$ cat src/rtl/fpm_share_arbiter.sv
// Round-robin arbiter that time-multiplexes one signed Q16.16 multiplier
// among NUM_REQ requesters, with a single-entry tagged response buffer.

module fixed_point_multiplier (
  input  logic [31:0] a_i,
  input  logic [31:0] b_i,
  output logic [31:0] p_o
);
  logic signed [63:0] full;

  // Full signed product; arithmetic shift keeps bits [47:16] (truncate toward -inf, wrap on overflow).
  assign full = $signed({{32{a_i[31]}}, a_i}) * $signed({{32{b_i[31]}}, b_i});
  assign p_o  = 32'(full >>> 16);
endmodule

module fpm_share_arbiter #(
  parameter int NUM_REQ = 4,
  parameter int ID_W    = $clog2(NUM_REQ)
) (
  input  logic                  clk,
  input  logic                  rst,
  input  logic [NUM_REQ-1:0]    req_valid,
  input  logic [NUM_REQ*32-1:0] req_a,
  input  logic [NUM_REQ*32-1:0] req_b,
  output logic [NUM_REQ-1:0]    req_ready,
  output logic                  rsp_valid,
  output logic [31:0]           rsp_data,
  output logic [ID_W-1:0]       rsp_id,
  input  logic                  rsp_ready,
  output logic [15:0]           grant_count
);
  localparam logic [ID_W:0] NUM_REQ_W = (ID_W+1)'(NUM_REQ);

  // Handshake: a beat moves on any channel when valid && ready are both high
  // at a rising edge; ready never depends on the payload of that channel.

  logic [31:0]    a_arr [NUM_REQ];
  logic [31:0]    b_arr [NUM_REQ];
  logic [ID_W-1:0] last_grant_q, last_grant_d;
  logic           rsp_valid_q, rsp_valid_d;
  logic [31:0]    rsp_data_q, rsp_data_d;
  logic [ID_W-1:0] rsp_id_q, rsp_id_d;
  logic [15:0]    grant_count_q, grant_count_d;
  logic           can_accept;
  logic           grant_found;
  logic [ID_W-1:0] grant_idx;
  logic [ID_W:0]  cand;
  logic           xfer;
  logic [31:0]    mul_a, mul_b, mul_p;

  for (genvar g = 0; g < NUM_REQ; g++) begin : g_unpack
    assign a_arr[g] = req_a[g*32 +: 32];
    assign b_arr[g] = req_b[g*32 +: 32];
  end

  assign can_accept = !rsp_valid_q || rsp_ready;

  // Scan from last_grant+1 upward, wrapping at NUM_REQ; first valid wins.
  always_comb begin
    cand        = '0;
    grant_found = 1'b0;
    grant_idx   = '0;
    for (int k = 1; k <= NUM_REQ; k++) begin
      cand = {1'b0, last_grant_q} + (ID_W+1)'(k);
      if (cand >= NUM_REQ_W) cand = cand - NUM_REQ_W;
      if (!grant_found && req_valid[cand[ID_W-1:0]]) begin
        grant_found = 1'b1;
        grant_idx   = cand[ID_W-1:0];
      end
    end
  end

  always_comb begin
    req_ready = '0;
    if (can_accept && grant_found) req_ready[grant_idx] = 1'b1;
  end

  assign xfer  = |(req_valid & req_ready);
  assign mul_a = a_arr[grant_idx];
  assign mul_b = b_arr[grant_idx];

  fixed_point_multiplier u_mul (
    .a_i (mul_a),
    .b_i (mul_b),
    .p_o (mul_p)
  );

  always_comb begin
    last_grant_d  = last_grant_q;
    rsp_valid_d   = rsp_valid_q;
    rsp_data_d    = rsp_data_q;
    rsp_id_d      = rsp_id_q;
    grant_count_d = grant_count_q;
    if (xfer) begin
      last_grant_d  = grant_idx;
      rsp_valid_d   = 1'b1;
      rsp_data_d    = mul_p;
      rsp_id_d      = grant_idx;
      grant_count_d = grant_count_q + 16'd1;
    end else if (rsp_valid_q && rsp_ready) begin
      rsp_valid_d = 1'b0;
    end
  end

  always_ff @(posedge clk) begin
    if (rst) begin
      last_grant_q  <= ID_W'(NUM_REQ - 1);
      rsp_valid_q   <= 1'b0;
      rsp_data_q    <= '0;
      rsp_id_q      <= '0;
      grant_count_q <= '0;
    end else begin
      last_grant_q  <= last_grant_d;
      rsp_valid_q   <= rsp_valid_d;
      rsp_data_q    <= rsp_data_d;
      rsp_id_q      <= rsp_id_d;
      grant_count_q <= grant_count_d;
    end
  end

  assign rsp_valid   = rsp_valid_q;
  assign rsp_data    = rsp_data_q;
  assign rsp_id      = rsp_id_q;
  assign grant_count = grant_count_q;
endmodule

$ cat config.mk
export PLATFORM = sky130hd
export DESIGN_NAME = fpm_share_arbiter
export DESIGN_NICKNAME = d
export VERILOG_FILES = /design/src/rtl/fpm_share_arbiter.sv
export SDC_FILE = /design/constraint.sdc
export NUM_CORES = 2
export LEC_CHECK = 0
export CORE_MARGIN = 10
export CORE_UTILIZATION = 41
export CTS_BUF_LIST = sky130_fd_sc_hd__clkbuf_8
export DETAILED_ROUTE_END_ITERATION = 16
export PLACE_DENSITY = 0.59
export SLEW_MARGIN = 20
export SYNTH_ARGS = -nofsm -noshare
export SYNTH_HDL_FRONTEND = slang
export SYNTH_SLANG_ARGS = --single-unit
$ cat constraint.sdc
create_clock -name clk -period 29.9 [get_ports clk]
set_input_delay 5.98 -clock clk [delete_from_list [all_inputs] [get_ports clk]]
set_output_delay 5.98 -clock clk [all_outputs]
set_load 0.01 [all_outputs]
# Word level (Yosys, flattened, before mapping)

Index checks and enable logic that the tools add are counted.

Bits in registers: 53
Input port bits: 263
Output and inout bits: 55
Logic and storage cells: 72

$add $sub $neg: 9
$mul: 1
Order comparisons: 11
Muxes and demuxes: 31
Bitwise gates (word level): 2
Reductions and logical operators: 13

Operators by type and width:

| operator                | count |
|---|---|
| $bmux W32 S2            | 2 |
| $mux W32                | 4 |
| $mul A32 B32 Y48        | 1 |
| $add A16 B1 Y16 const B | 1 |
| $mux W2                 | 8 |
| $ge A3 B3 Y1 const B    | 5 |
| $lt A2 B3 Y1 const B    | 5 |
| $mux W1                 | 11 |
| $bmux W1 S2             | 4 |
| $sub A2 B1 Y2 const B   | 4 |
| $add A2 B2 Y3 const B   | 2 |
| $logic_and A1 B1 Y1     | 6 |
| $and A4 B4 Y4           | 1 |
| $logic_not A1 Y1        | 4 |
| $mux W4                 | 1 |
| $reduce_or A4 Y1        | 1 |
| $add A2 B1 Y3 const B   | 1 |
| $add A2 B3 Y3 const B   | 1 |
| $not A2 Y3              | 1 |
| $demux W1 S2            | 1 |
| $ge A2 B1 Y1 const B    | 1 |
| $reduce_bool A2 Y1      | 1 |
| $logic_or A1 B1 Y1      | 1 |

# Depth between registers and ports, before layout

Depth after elaboration: 23
Depth in mapped cells: 38
Gate-level depth less buffers: 34

# By module

From an unflattened synthesis, not the netlist that was laid out.

Cells, all modules: 3758
Area, all modules: 32738.9 um^2

Modules (own cells, without submodules):

| module                 | times used | cells each | area each (um^2) |
|---|---|---|---|
| fixed_point_multiplier | 1          | 3111       | 28713.8 |
| fpm_share_arbiter      | 1          | 647        | 4025.1 |

# Least setup slack after synthesis

No wires, ideal clock.

Path kind: input to register
Start point: input req_valid[3]
End point: register rsp_data_q[31], in the netlist rsp_data[31]
Setup time: 70 ps
Arrival time: 15116 ps
Slack: 14714 ps
Stages: 34
Buffers on the path: 7
Cell sequence: and2b_1 > a21o_1 > a211oi_1 > buf_2 > buf_4 > buf_2 > buf_1 > buf_1 > mux2i_1 > clkbuf_1 > nand2_1 > fa_1 > fa_1 > fa_1 > fa_1 > inv_1 > fa_1 > fa_1 > fa_1 > inv_1 > fa_1 > inv_1 > ha_1 > and3_1 > clkbuf_1 > a21boi_1 > o21ai_0 > o41a_1 > a311oi_1 > o21ai_1 > a21oi_1 > xor2_1 > nand2_1 > a21oi_1

Longest elaborated chain between the ends: 19
Elaborated cells between the ends (all ways): 39

Ends and longest elaborated chain:

| item                                                 | line | RTL |
|---|---|---|
| start: declaration                                   | 22   | `input logic [NUM_REQ-1:0] req_valid,` |
| branches (longest 19 deep; another with $bmux W1 S2) | n/a  |  |
| end signal: assignment                               | 115  | `rsp_data_q <= rsp_data_d;` |
| end: declaration                                     | 41   | `logic [31:0] rsp_data_q, rsp_data_d;` |

Several ways; the timed one is not identified. The select of a mux whose other input is x is not followed.
A chain may end at the register's enable or synchronous reset.

# Worst setup path after layout

Start point: input req_valid[0]
End point: register rsp_data_q[31], in the netlist rsp_data[31]

Same word-level chain as after synthesis.

==> results.py <==
metrics = {
    "logic_synthesis": {
        "synth_top_area_frac": 0.520,
        "yosysWarningCount": 0,
        "synth_area_leaders": "fa_1, inv_1, nand2_1, ha_1, nor2_1",
        "ys_types": 66,
        "syn_avg_cell_area_um2": 8.89,
        "netlist.top_cell.by_area": "fa_1",
        "ys_ff_latch": 53,
        "synth_edf_count": 0,
        "synth_cells": 3630,
        "yosysSeqAreaShare": 0.0329,
        "synth_common_cells": "fa_1, inv_1, nand2_1",
        "synth-main-ff-cell": "dfxtp_1",
        "yosys.cell_count.top_type": "fa_1",
        "netlist_area_um2": 32300,
        "synthArstFlopShare": 0,
        "syn-num-nets": 4895,
    },
    "outcome": {
        "status": "complete, no violations",
    },
    "sta": {
        "fmax_mhz": 60.0,
        "fin_crit_ns": 16.67,
        "relSlewSlack": 0.212,
        "setup_tns_ns": 0,
        "hold_violations": 0,
        "tightest_slew_ns": 1.17,
        "final-setup-viol-count": 0,
        "finalClockSkew_ns": 0.0188,
        "min_period_over_period": 0.558,
        "final_max_slew_viol_count": 0,
        "rsz0062_at_grt": "false",
    },
    "clocking": {
        "cts_resized": 0,
        "clock-sinks": 53,
        "root_buffer": "clkbuf_8",
        "holdBufCountCts": 0,
        "worst_skew_pair.late_latency_ns": 0.32,
        "cts-htree-levels": 2,
        "post_cts_buffers": 0,
        "clk_pin_slew_ns": 0.10,
        "cts_buffer_depth": 2,
        "cts_made_buffers": 5,
        "cts_tree": "yes",
    },
    "die": {
        "die_area_um2": 90400,
        "dieHeight_um": 301,
        "rows": 102,
        "die_w_um": 301,
        "core_region_area_um2": 77700,
        "initial_utilization": 0.415,
        "io_pins": 318,
    },
    "min_path": {
        "hold_class": "flip-flop to flip-flop",
    },
    "global_routing": {
        "grt_pass1_vias": 27300,
        "antenna_found_initial": 0,
        "grt-ovfl-total": 0,
        "grt_usage": 0.256,
        "grt_pass1_wl_mm": 175,
        "grt_max_degree": 61,
    },
    "drt": {
        "drt_iter0_drc": 2168,
        "via_count": 26000,
        "vias_per_cell": 5.33,
        "wl_mm": 114,
        "post_drt_wl_per_cell_um": 23.4,
        "firstDrtPassIters": 8,
        "drc_errors": 0,
        "detail-route-antenna-nets": 0,
    },
    "worst_setup_path": {
        "slowest_delay_ns": 0.71,
        "crit_top_cell": "fa_1",
        "crit_path_end_kind": "flip-flop",
        "startpoint_type": "primary input",
        "criticalPathCategory": "primary input to flip-flop",
        "worstPathArrival_ns": 16.90,
        "crit_slowest_cell": "buf_4",
        "cp.required_ns": 30.13,
        "worstPathMaxFanout": 48,
    },
    "place": {
        "hpwl_mm": 95.0,
        "place_congestion": 0.933,
        "io_buffers": 317,
    },
    "cells_and_area": {
        "diodes": 0,
        "syn_to_final_growth_pct": 13.9,
        "nNetsFinal": 5099,
        "drive_gt1_frac": 0.0433,
    },
    "run": {
        "drv_cap": 0,
    },
}
-- worst paths after layout --
| kind | endpoint | start | slack [ns] | cells past startpoint |
|---|---|---|---|---|
| setup / recovery | rsp_data[31] | req_valid[0] | 13.23 | 30 |
| hold / removal | rsp_data[17] | rsp_data[17] | 0.46 | 2 |
| setup reg to reg | rsp_data[31] | last_grant_q[0] | 19.01 | 30 |
| hold reg to reg | rsp_data[17] | rsp_data[17] | 0.46 | 2 |
-- metrics by stage --
step / util / hold WS, ns / instance area (µm²) / std cells / setup WS (ns)
after global routing: 0.473 / 0.476 / 36800 / 4875 / 12.72
after detailed placement: 0.471 / 0.444 / 36600 / 4867 / 13.09
final: 0.473 / 0.459 / 36800 / 4875 / 13.23
after global placement: 0.471 / 0.438 / 36600 / 4867 / 13.13
after floorplan: - / 0.471 / 32300 / 3630 / 14.71
after CTS: 0.473 / 0.461 / 36800 / 4875 / 13.38
-- placed cells by master (no fill, tap or decap), types with 6 or more instances in the layout --
master,n
nand2_1,588
nor2_1,437
fa_1,838
a211oi_1,7
clkdlybuf4s50_1,316
buf_4,60
dfxtp_1,53
ha_1,164
a21oi_1,70
or2_2,6
nand3_1,27
nor3_1,6
mux2i_1,119
a21o_1,37
o21ai_0,20
and2_1,24
nand2b_1,8
o21ai_1,6
xor2_1,27
mux2i_2,14
xnor2_1,56
mux2_2,42
o21bai_1,7
and3_1,15
nand4_1,10
mux4_2,15
inv_1,785
-- routing by layer --
metal,track usage,share of wire
met4,0.0460,0.023
met2,0.403,0.45
met3,0.0597,0.11
met1,0.360,0.42
met5,0,0
-- cells by family (layout without fill, tap and decap cells) --
| kind of cell | count (synthesis) | after routing | share of synthesized area |
|---|---|---|---|
| flops | 53 | 53 | 0.0329 |
| compound gates | 189 | 189 | 0.0384 |
| fa+ha+maj | 1002 | 1002 | 0.583 |
| buf+inv | 966 | 1171 | 0.114 |
| simple gates | 1144 | 1144 | 0.142 |
| mux | 192 | 192 | 0.0670 |
| xor+xnor | 84 | 84 | 0.0232 |
-- final cells by class --
class                   count  area, µm²
flip-flops and latches     53       1060
inverters                 786       2950
clock inverters             3       48.8
fillers                  7624      41000
multi-input cells        2611      27700
clock buffers               5       68.8
well taps                1040       1300
repair buffers            377       3620
-- flip-flops by register name, summed over array words and instances, names as in the netlist --
name and count:
rsp_valid 1, last_grant_q 2, rsp_data 32, grant_count 16, rsp_id 2
-- critical path, delay by kind of cell --
kind	cells	cell delay (ns)
xor gates and xnor gates	1	0.17
muxes	2	1.20
adders and majority gates	9	4.43
AOI/OAI and AO/OA	11	3.18
buffers and inverters	4	1.34
and+or+nand+nor	3	0.47
Power is not shown: default switching activity piles up to over one toggle a cycle in this logic, so the estimate is an artifact.
